### config.mk
export PLATFORM = sky130hd
export DESIGN_NAME = csr_trap_sequencer
export DESIGN_NICKNAME = d
export VERILOG_FILES = /design/src/rtl/csr_trap_sequencer.sv
export SDC_FILE = /design/constraint.sdc
export NUM_CORES = 1
export LEC_CHECK = 0
export ABC_AREA = 1
export BUFFER_PORTS_ARGS = -buffer_cell sky130_fd_sc_hd__buf_2
export CAP_MARGIN = 20
export CORE_ASPECT_RATIO = 2
export CORE_MARGIN = 2
export CORE_UTILIZATION = 55
export DETAILED_ROUTE_END_ITERATION = 6
export HOLD_SLACK_MARGIN = 0.06
export PLACE_DENSITY = 0.86
export SKIP_LAST_GASP = 1
export SYNTH_ARGS = -nofsm -noshare
export SYNTH_HDL_FRONTEND = slang
export SYNTH_SLANG_ARGS = --single-unit
### constraint.sdc
create_clock -name clk -period 4.4 [get_ports clk]
set_input_delay 0.88 -clock clk [delete_from_list [all_inputs] [get_ports clk]]
set_output_delay 0.88 -clock clk [all_outputs]
set_load 0.03 [all_outputs]
### src/rtl/csr_trap_sequencer.sv
// Machine-mode CSR port controller: passes core Zicsr accesses through in IDLE and
// sequences the trap-entry and mret CSR updates, ending each with a PC redirect.
module csr_trap_sequencer #(
    parameter int unsigned       CSR_AW    = 12,
    parameter logic [CSR_AW-1:0] MSTATUS_A = 12'h300,
    parameter logic [CSR_AW-1:0] MTVEC_A   = 12'h305,
    parameter logic [CSR_AW-1:0] MEPC_A    = 12'h341,
    parameter logic [CSR_AW-1:0] MCAUSE_A  = 12'h342
) (
    input  logic              clk,
    input  logic              rst,
    input  logic              trap_valid,
    output logic              trap_ready,
    input  logic [31:0]       trap_pc,
    input  logic [31:0]       trap_cause,
    input  logic              mret_valid,
    output logic              mret_ready,
    input  logic              core_csr_we,
    input  logic [CSR_AW-1:0] core_csr_waddr,
    input  logic [31:0]       core_csr_wdata,
    input  logic [CSR_AW-1:0] core_csr_raddr,
    input  logic [31:0]       csr_out,
    output logic              csr_write,
    output logic [CSR_AW-1:0] csr_write_addr,
    output logic [31:0]       csr_data,
    output logic [CSR_AW-1:0] csr_read_addr,
    output logic              busy,
    output logic              redirect_valid,
    output logic [31:0]       redirect_pc
);

    localparam logic [2:0] IDLE     = 3'd0;
    localparam logic [2:0] T_EPC    = 3'd1;
    localparam logic [2:0] T_CAUSE  = 3'd2;
    localparam logic [2:0] T_STATUS = 3'd3;
    localparam logic [2:0] T_JUMP   = 3'd4;
    localparam logic [2:0] M_STATUS = 3'd5;
    localparam logic [2:0] M_EPC    = 3'd6;
    localparam logic [2:0] M_JUMP   = 3'd7;

    logic [2:0]  state_q, state_d;
    logic [31:0] epc_q, epc_d;
    logic [31:0] cause_q, cause_d;
    logic [31:0] status_q, status_d;
    logic [31:0] tvec_q, tvec_d;
    logic [31:0] redirect_pc_q, redirect_pc_d;

    always_comb begin
        state_d        = state_q;
        epc_d          = epc_q;
        cause_d        = cause_q;
        status_d       = status_q;
        tvec_d         = tvec_q;
        redirect_pc_d  = redirect_pc_q;
        trap_ready     = 1'b0;
        mret_ready     = 1'b0;
        csr_write      = 1'b0;
        csr_write_addr = '0;
        csr_data       = '0;
        csr_read_addr  = '0;
        redirect_valid = 1'b0;

        case (state_q)
            IDLE: begin
                csr_write      = core_csr_we;
                csr_write_addr = core_csr_waddr;
                csr_data       = core_csr_wdata;
                csr_read_addr  = core_csr_raddr;
                if (trap_valid) begin
                    trap_ready = 1'b1;
                    epc_d      = trap_pc;
                    cause_d    = trap_cause;
                    state_d    = T_EPC;
                end else if (mret_valid) begin
                    mret_ready = 1'b1;
                    state_d    = M_STATUS;
                end
            end
            T_EPC: begin
                csr_write      = 1'b1;
                csr_write_addr = MEPC_A;
                csr_data       = epc_q;
                csr_read_addr  = MSTATUS_A;
                status_d       = csr_out;
                state_d        = T_CAUSE;
            end
            T_CAUSE: begin
                // Direct mode only: mode bits are dropped as mtvec is captured.
                csr_write      = 1'b1;
                csr_write_addr = MCAUSE_A;
                csr_data       = cause_q;
                csr_read_addr  = MTVEC_A;
                tvec_d         = {csr_out[31:2], 2'b00};
                state_d        = T_STATUS;
            end
            T_STATUS: begin
                csr_write      = 1'b1;
                csr_write_addr = MSTATUS_A;
                csr_data       = status_q;
                csr_data[7]    = status_q[3];
                csr_data[3]    = 1'b0;
                csr_data[12:11] = 2'b11;
                redirect_pc_d  = tvec_q;
                state_d        = T_JUMP;
            end
            T_JUMP: begin
                redirect_valid = 1'b1;
                state_d        = IDLE;
            end
            M_STATUS: begin
                csr_read_addr  = MSTATUS_A;
                status_d       = csr_out;
                state_d        = M_EPC;
            end
            M_EPC: begin
                // redirect_pc is registered, so the mepc read loads it directly.
                csr_write      = 1'b1;
                csr_write_addr = MSTATUS_A;
                csr_data       = status_q;
                csr_data[3]    = status_q[7];
                csr_data[7]    = 1'b1;
                csr_data[12:11] = 2'b11;
                csr_read_addr  = MEPC_A;
                epc_d          = csr_out;
                redirect_pc_d  = csr_out;
                state_d        = M_JUMP;
            end
            M_JUMP: begin
                redirect_valid = 1'b1;
                state_d        = IDLE;
            end
            default: state_d = IDLE;
        endcase

        if (rst) begin
            csr_write      = 1'b0;
            trap_ready     = 1'b0;
            mret_ready     = 1'b0;
            redirect_valid = 1'b0;
        end
    end

    always_ff @(posedge clk) begin
        if (rst) begin
            state_q       <= IDLE;
            epc_q         <= '0;
            cause_q       <= '0;
            status_q      <= '0;
            tvec_q        <= '0;
            redirect_pc_q <= '0;
        end else begin
            state_q       <= state_d;
            epc_q         <= epc_d;
            cause_q       <= cause_d;
            status_q      <= status_d;
            tvec_q        <= tvec_d;
            redirect_pc_q <= redirect_pc_d;
        end
    end

    assign busy        = (state_q != IDLE);
    assign redirect_pc = redirect_pc_q;

endmodule

# Word-level counts from Yosys, hierarchy flattened
# Index checks and enable logic that the tools add are counted.
[totals]
ff_bits = 161
inputBits = 157
wordCells = 45
out_inout_bits = 93
[op_classes]
muxes = 20
eq_ne = 9
n_reduce_logical = 10
[ops]
columns = ["op", "n"]
rows = [
  ["32-bit case mux with 5 select lines", 1],
  ["32-bit case mux with 2 select lines", 2],
  ["12-bit case mux with 4 select lines", 2],
  ["32-bit 2-to-1 mux", 1],
  ["3-bit case mux with 7 select lines", 1],
  ["3-bit == test (second input constant)", 4],
  ["1-bit 2-to-1 mux", 10],
  ["3-bit by 2-bit == test with 1-bit output (second input constant)", 2],
  ["3-bit 2-to-1 mux", 2],
  ["2-bit OR reduction", 3],
  ["2-bit AND reduction", 2],
  ["2-bit nonzero test", 2],
  ["4-bit OR reduction", 1],
  ["3-bit by 1-bit == test with 1-bit output (second input constant)", 1],
  ["3-bit logical NOT", 1],
  ["3-bit inequality test (second input constant)", 1],
  ["3-bit nonzero test", 1],
  ["2-bit inequality test (second input constant)", 1],
  ["1-bit case mux with 2 select lines", 1],
]

# Longest topological paths before layout
[logic_depth]
word_depth = 4
depth_mapped = 8
mapped_depth_nobuf = 7

# Worst setup path after synthesis
# No wires, ideal clock.
[synth_path]
kind = "input-to-output"
from = "input port rst"
to = "output port mret_ready"
path_stages = 3
required_ps = 3520
path_slack_ps = 1304
n_path_buf = 2
t_arrival_ps = 2216
cell_sequence = "clkbuf_1 > clkbuf_1 > nor4_1"
[synth_via]
elab_chain_cells = 1
[synth_lines]
columns = ["item", "line_no", "rtl"]
rows = [
  ["from (decl)", "11", "input logic rst,"],
  ["1-bit 2-to-1 mux", "135", "if (rst) begin"],
  ["to (decl)", "17", "output logic mret_ready,"],
]
# No other way between the ends.

# Final worst setup path
[layout_path]
from = "register state_q[1]"
to = "output port csr_data[11]"
[layout_via]
elab_chain_cells = 2
elab_cells_between_ends = 6
classes_between = "4 x eq/ne; 1 x mux; 1 x reduce/logical"
[layout_lines]
columns = ["item", "line_no", "rtl"]
rows = [
  ["from (decl)", "41", "logic [2:0] state_q, state_d;"],
  ["from (signal assigned)", "152", "state_q <= state_d;"],
  ["3-bit == test (tied with other cells)", "63", "case (state_q)"],
  ["32-bit case mux with 5 select lines *", "63", ""],
  ["to (decl)", "25", "output logic [31:0] csr_data,"],
]
# Every way passes the cells marked *; elsewhere a longest branch is shown, timed or not.

==> results.rst <==
.. list-table::
   :header-rows: 1

   * - Metric
     - Value
   * - Status
     - finished, violations left
   * - Failing checks
     - design-rule violations
   * - WL final
     - 24600 µm
   * - Cell types with the largest area share after synthesis
     - dfxtp_1 43%, nand2_1 17%, a21oi_1 8.2%, o21ai_0 5.7%, nand4_1 5.4%
   * - Proportion of synthesized area in mux cells
     - 0%
   * - Power per unit of standard cell area
     - 526 nW/µm²
   * - Number of endpoints with negative hold slack in the final report
     - 0
   * - Final non-filler cell total
     - around 1500
   * - Flip-flop and latch count after synthesis
     - between 150 and 200
   * - Critical path arrival
     - slightly below 3 ns
   * - TritonCTS Buffers
     - 17
   * - Area taken by flip-flops and latches
     - 3190 µm²
   * - Min cycle time layout
     - approximately 3.8 ns
   * - Share of the synthesized area in compound gates (AO/OA/AOI/OAI)
     - roughly 14%
   * - Transition time of the tightest slew-check pin
     - roughly 0.88 ns
   * - Routed via count
     - between 8000 and 9000
   * - Achievable frequency
     - around 260 MHz
   * - Post-Synthesis Cell Area
     - between 7000 and 8000 µm²
   * - Share of cells above drive strength 1
     - 23.9%
   * - Residual overflow from global routing
     - 0
   * - Cell type with the largest total area after synthesis
     - dfxtp_1
   * - Min-Delay Path Class
     - flop to flop
   * - Worst reg2reg path depth
     - 5
   * - Maximum clock skew at final layout
     - around 0.007 ns
   * - # hold bufs at CTS
     - 0
   * - Gate count of the mapped netlist
     - between 1000 and 1500
   * - Number of placement rows
     - ~60
   * - Sequential-to-total area share from yosys stat
     - approximately 43%
   * - TritonCTS clock tree
     - yes
   * - Global router's overall resource usage
     - 33.5%
   * - Reg-to-reg startpoint
     - state_q[1]$_SDFFE_PP0P_
   * - Count of warnings emitted by yosys
     - 0
   * - Global-route wire length before repair
     - 38600 µm
   * - Horiz. Die Dim
     - between 80 and 90 µm
   * - Pins Over Slew Limit
     - 0
   * - Worst hold slack
     - ~0.46 ns
   * - CP startpoint
     - state_q[1]$_SDFFE_PP0P_
   * - Synth-to-Final Area Change
     - 23.1%
   * - Distinct cell type count after synthesis
     - 24
   * - Setup ws final
     - slightly below 0.6 ns
   * - Commonest cells after routing, fill and taps aside
     - 337 x nand2_1, 249 x buf_2, 157 x dfxtp_1
   * - Setup-failing EPs final
     - 0
   * - Final GP Congestion
     - roughly 0.95
   * - Deepest level of the CTS H-tree
     - 4
   * - Placeable core area
     - ~13000 µm²
   * - Adder-Cell Fraction of Synth Area
     - 0%
   * - Clock-pin slew reported for the worst setup and hold paths after clock tree synthesis
     - around 0.06 ns
   * - Average wire per standard cell
     - 16.9 µm
   * - Number of nets in the layout
     - between 1000 and 1500
   * - Slew Limit Headroom
     - approximately two fifths
   * - Final critical-path share of the clock period
     - between 80% and 90%
   * - CP Data Required Time
     - approximately 3.5 ns
   * - Worst setup EP type
     - output port
   * - Post-Synthesis Mean Instance Area
     - ~6.8 µm²
   * - Instance count along the most critical hold path
     - 2
   * - Count of max-cap constraint violations
     - 0
   * - Area share of xor/xnor cells in the synthesized design
     - 0%
   * - Largest net degree at the start of global routing
     - 75
   * - PortBufs
     - between 200 and 250
   * - Filler cells
     - about 1200
   * - Final sum of negative setup slack
     - 0 ns
   * - Io pins
     - 250
   * - Setup bufs post-CTS
     - 0
   * - Height of the die
     - between 150 and 200 µm
   * - Type of the worst setup path
     - flop to output port
   * - Number of nets in the synthesized netlist
     - 1247
   * - Largest buffer count on any clock path
     - 2
   * - Placed wire-length estimate after detailed placement
     - approximately 17000 µm
   * - Post-layout util
     - between 60% and 70%
   * - First-pass detailed-route iteration total
     - 7
   * - RSZ-0062 raised after global routing
     - false
   * - CP Capture Point
     - csr_data[11]
   * - Leakage power total
     - between 0.004 and 0.005 µW
   * - Combined area of the multi-input logic cells
     - roughly 3500 µm²
   * - Capturing point of the worst reg2reg path
     - redirect_pc[25]$_SDFFE_PP0N_
   * - DRC errors left
     - 9
   * - Largest driver fanout on the critical path
     - 34
   * - Worst-Skew Late Latency
     - around 0.42 ns
   * - Full die area
     - around 14000 µm²
   * - Average vias per placed instance
     - between 5 and 6
   * - Category of the worst setup path launch point
     - flop
   * - Initial antenna violation count
     - 2
   * - Vias in the first global route
     - 7933
   * - Clock Tree Root
     - clkbuf_16
   * - Worst setup slack before clock tree synthesis
     - roughly 1.1 ns
   * - Instance count after placement with tap cells included
     - roughly 1400
   * - Leading cell type in the layout, fill and taps excluded
     - nand2_1
   * - Starting density of the core
     - between 50% and 60%
   * - DRT iter0 DRCs
     - just under 900
   * - FF-to-FF setup slack
     - between 1.5 and 2 ns
   * - Worst-case vdd ir drop
     - between 0.4 and 0.5 mV
   * - Post-Synth Simple-Gate Area
     - around a third
   * - CTS-repair resized insts
     - 0
   * - Sink count of the clock tree
     - roughly 160
   * - Antenna viol nets, final
     - 0
   * - Share of Yosys cell area claimed by the top area cell type
     - a little over two fifths
   * - Largest family of logic cells by synthesized area
     - simple AND/OR/NAND/NOR gates
-- per-layer routing --
| layer | GRT usage, % | vias up | share of wire (%) |
|---|---|---|---|
| met5 | 0 | - | 0 |
| met2 | 56.1 | 514 | 49 |
| met3 | 6.16 | 90 | 8.8 |
| li1 | - | 3974 | - |
| met4 | 18.2 | 0 | 5.1 |
| met1 | 39.9 | 3798 | 37 |
-- critical path, stage by stage (launching register included) --
cell     delay [ns]
dfxtp_2        0.64
nand3_4        0.36
nand2_2        0.63
inv_2          0.48
nand4_1        0.17
buf_2          0.21
-- report_power, final --
group	total [µW]	internal (µW)	switching, µW
clock	1450	844	605
sequential	1780	1650	137
combinational	1530	425	1110
-- cells in the mapped netlist, drive strengths merged --
cell	n
a21oi	121
buf	65
inv	51
nand3	68
nor2	104
dfxtp	159
clkbuf	22
nor3	2
nand4	63
nand2	340
clkinv	1
nor4	2
o21ai	92
-- sequential cells by signal, indices dropped and copies added, names as in the netlist --
signal	flops
state_q	3
redirect_pc	32
cause_q	32
status_q	30
tvec_q	30
epc_q	32
-- area by class of cell --
cell class,instances,area share (%)
repair buffers,263,15.0
diodes,2,0.0552
well taps,152,2.10
flip-flops and latches,159,35.1
clock inverters,10,1.13
multi-input cells,792,39.0
clock buffers,22,5.34
inverters,52,2.15
-- stage by stage --
stage	area (µm²)	total power, µW
after detailed placement	8470	3310
after floorplan	7370	2870
after CTS	9060	4750
after global routing	9060	4970
after global placement	8470	3300
final	9060	4760
-- worst min path at each step --
stage                                 from                          end  slack (ns)
5_1_grt           cause_q[11]$_SDFFE_PP0P_     cause_q[11]$_SDFFE_PP0P_        0.48
3_3_place_gp   redirect_pc[0]$_SDFFE_PP0N_  redirect_pc[0]$_SDFFE_PP0N_        0.45
3_5_place_dp      cause_q[11]$_SDFFE_PP0P_     cause_q[11]$_SDFFE_PP0P_        0.46
6_report          cause_q[14]$_SDFFE_PP0P_     cause_q[14]$_SDFFE_PP0P_        0.46
4_1_cts           cause_q[14]$_SDFFE_PP0P_     cause_q[14]$_SDFFE_PP0P_        0.47
2_1_floorplan     status_q[3]$_SDFFE_PP0P_     status_q[3]$_SDFFE_PP0P_        0.42
-- cell families (layout without fill, tap and decap cells) --
family                 count (synthesis)  after routing
AO/OA/AOI/OAI                        213            213
other                                  0              2
AND/OR/NAND/NOR                      579            579
buffers and inverters                139            347
flip-flops                           159            159
(Power assumes the default switching activity.)
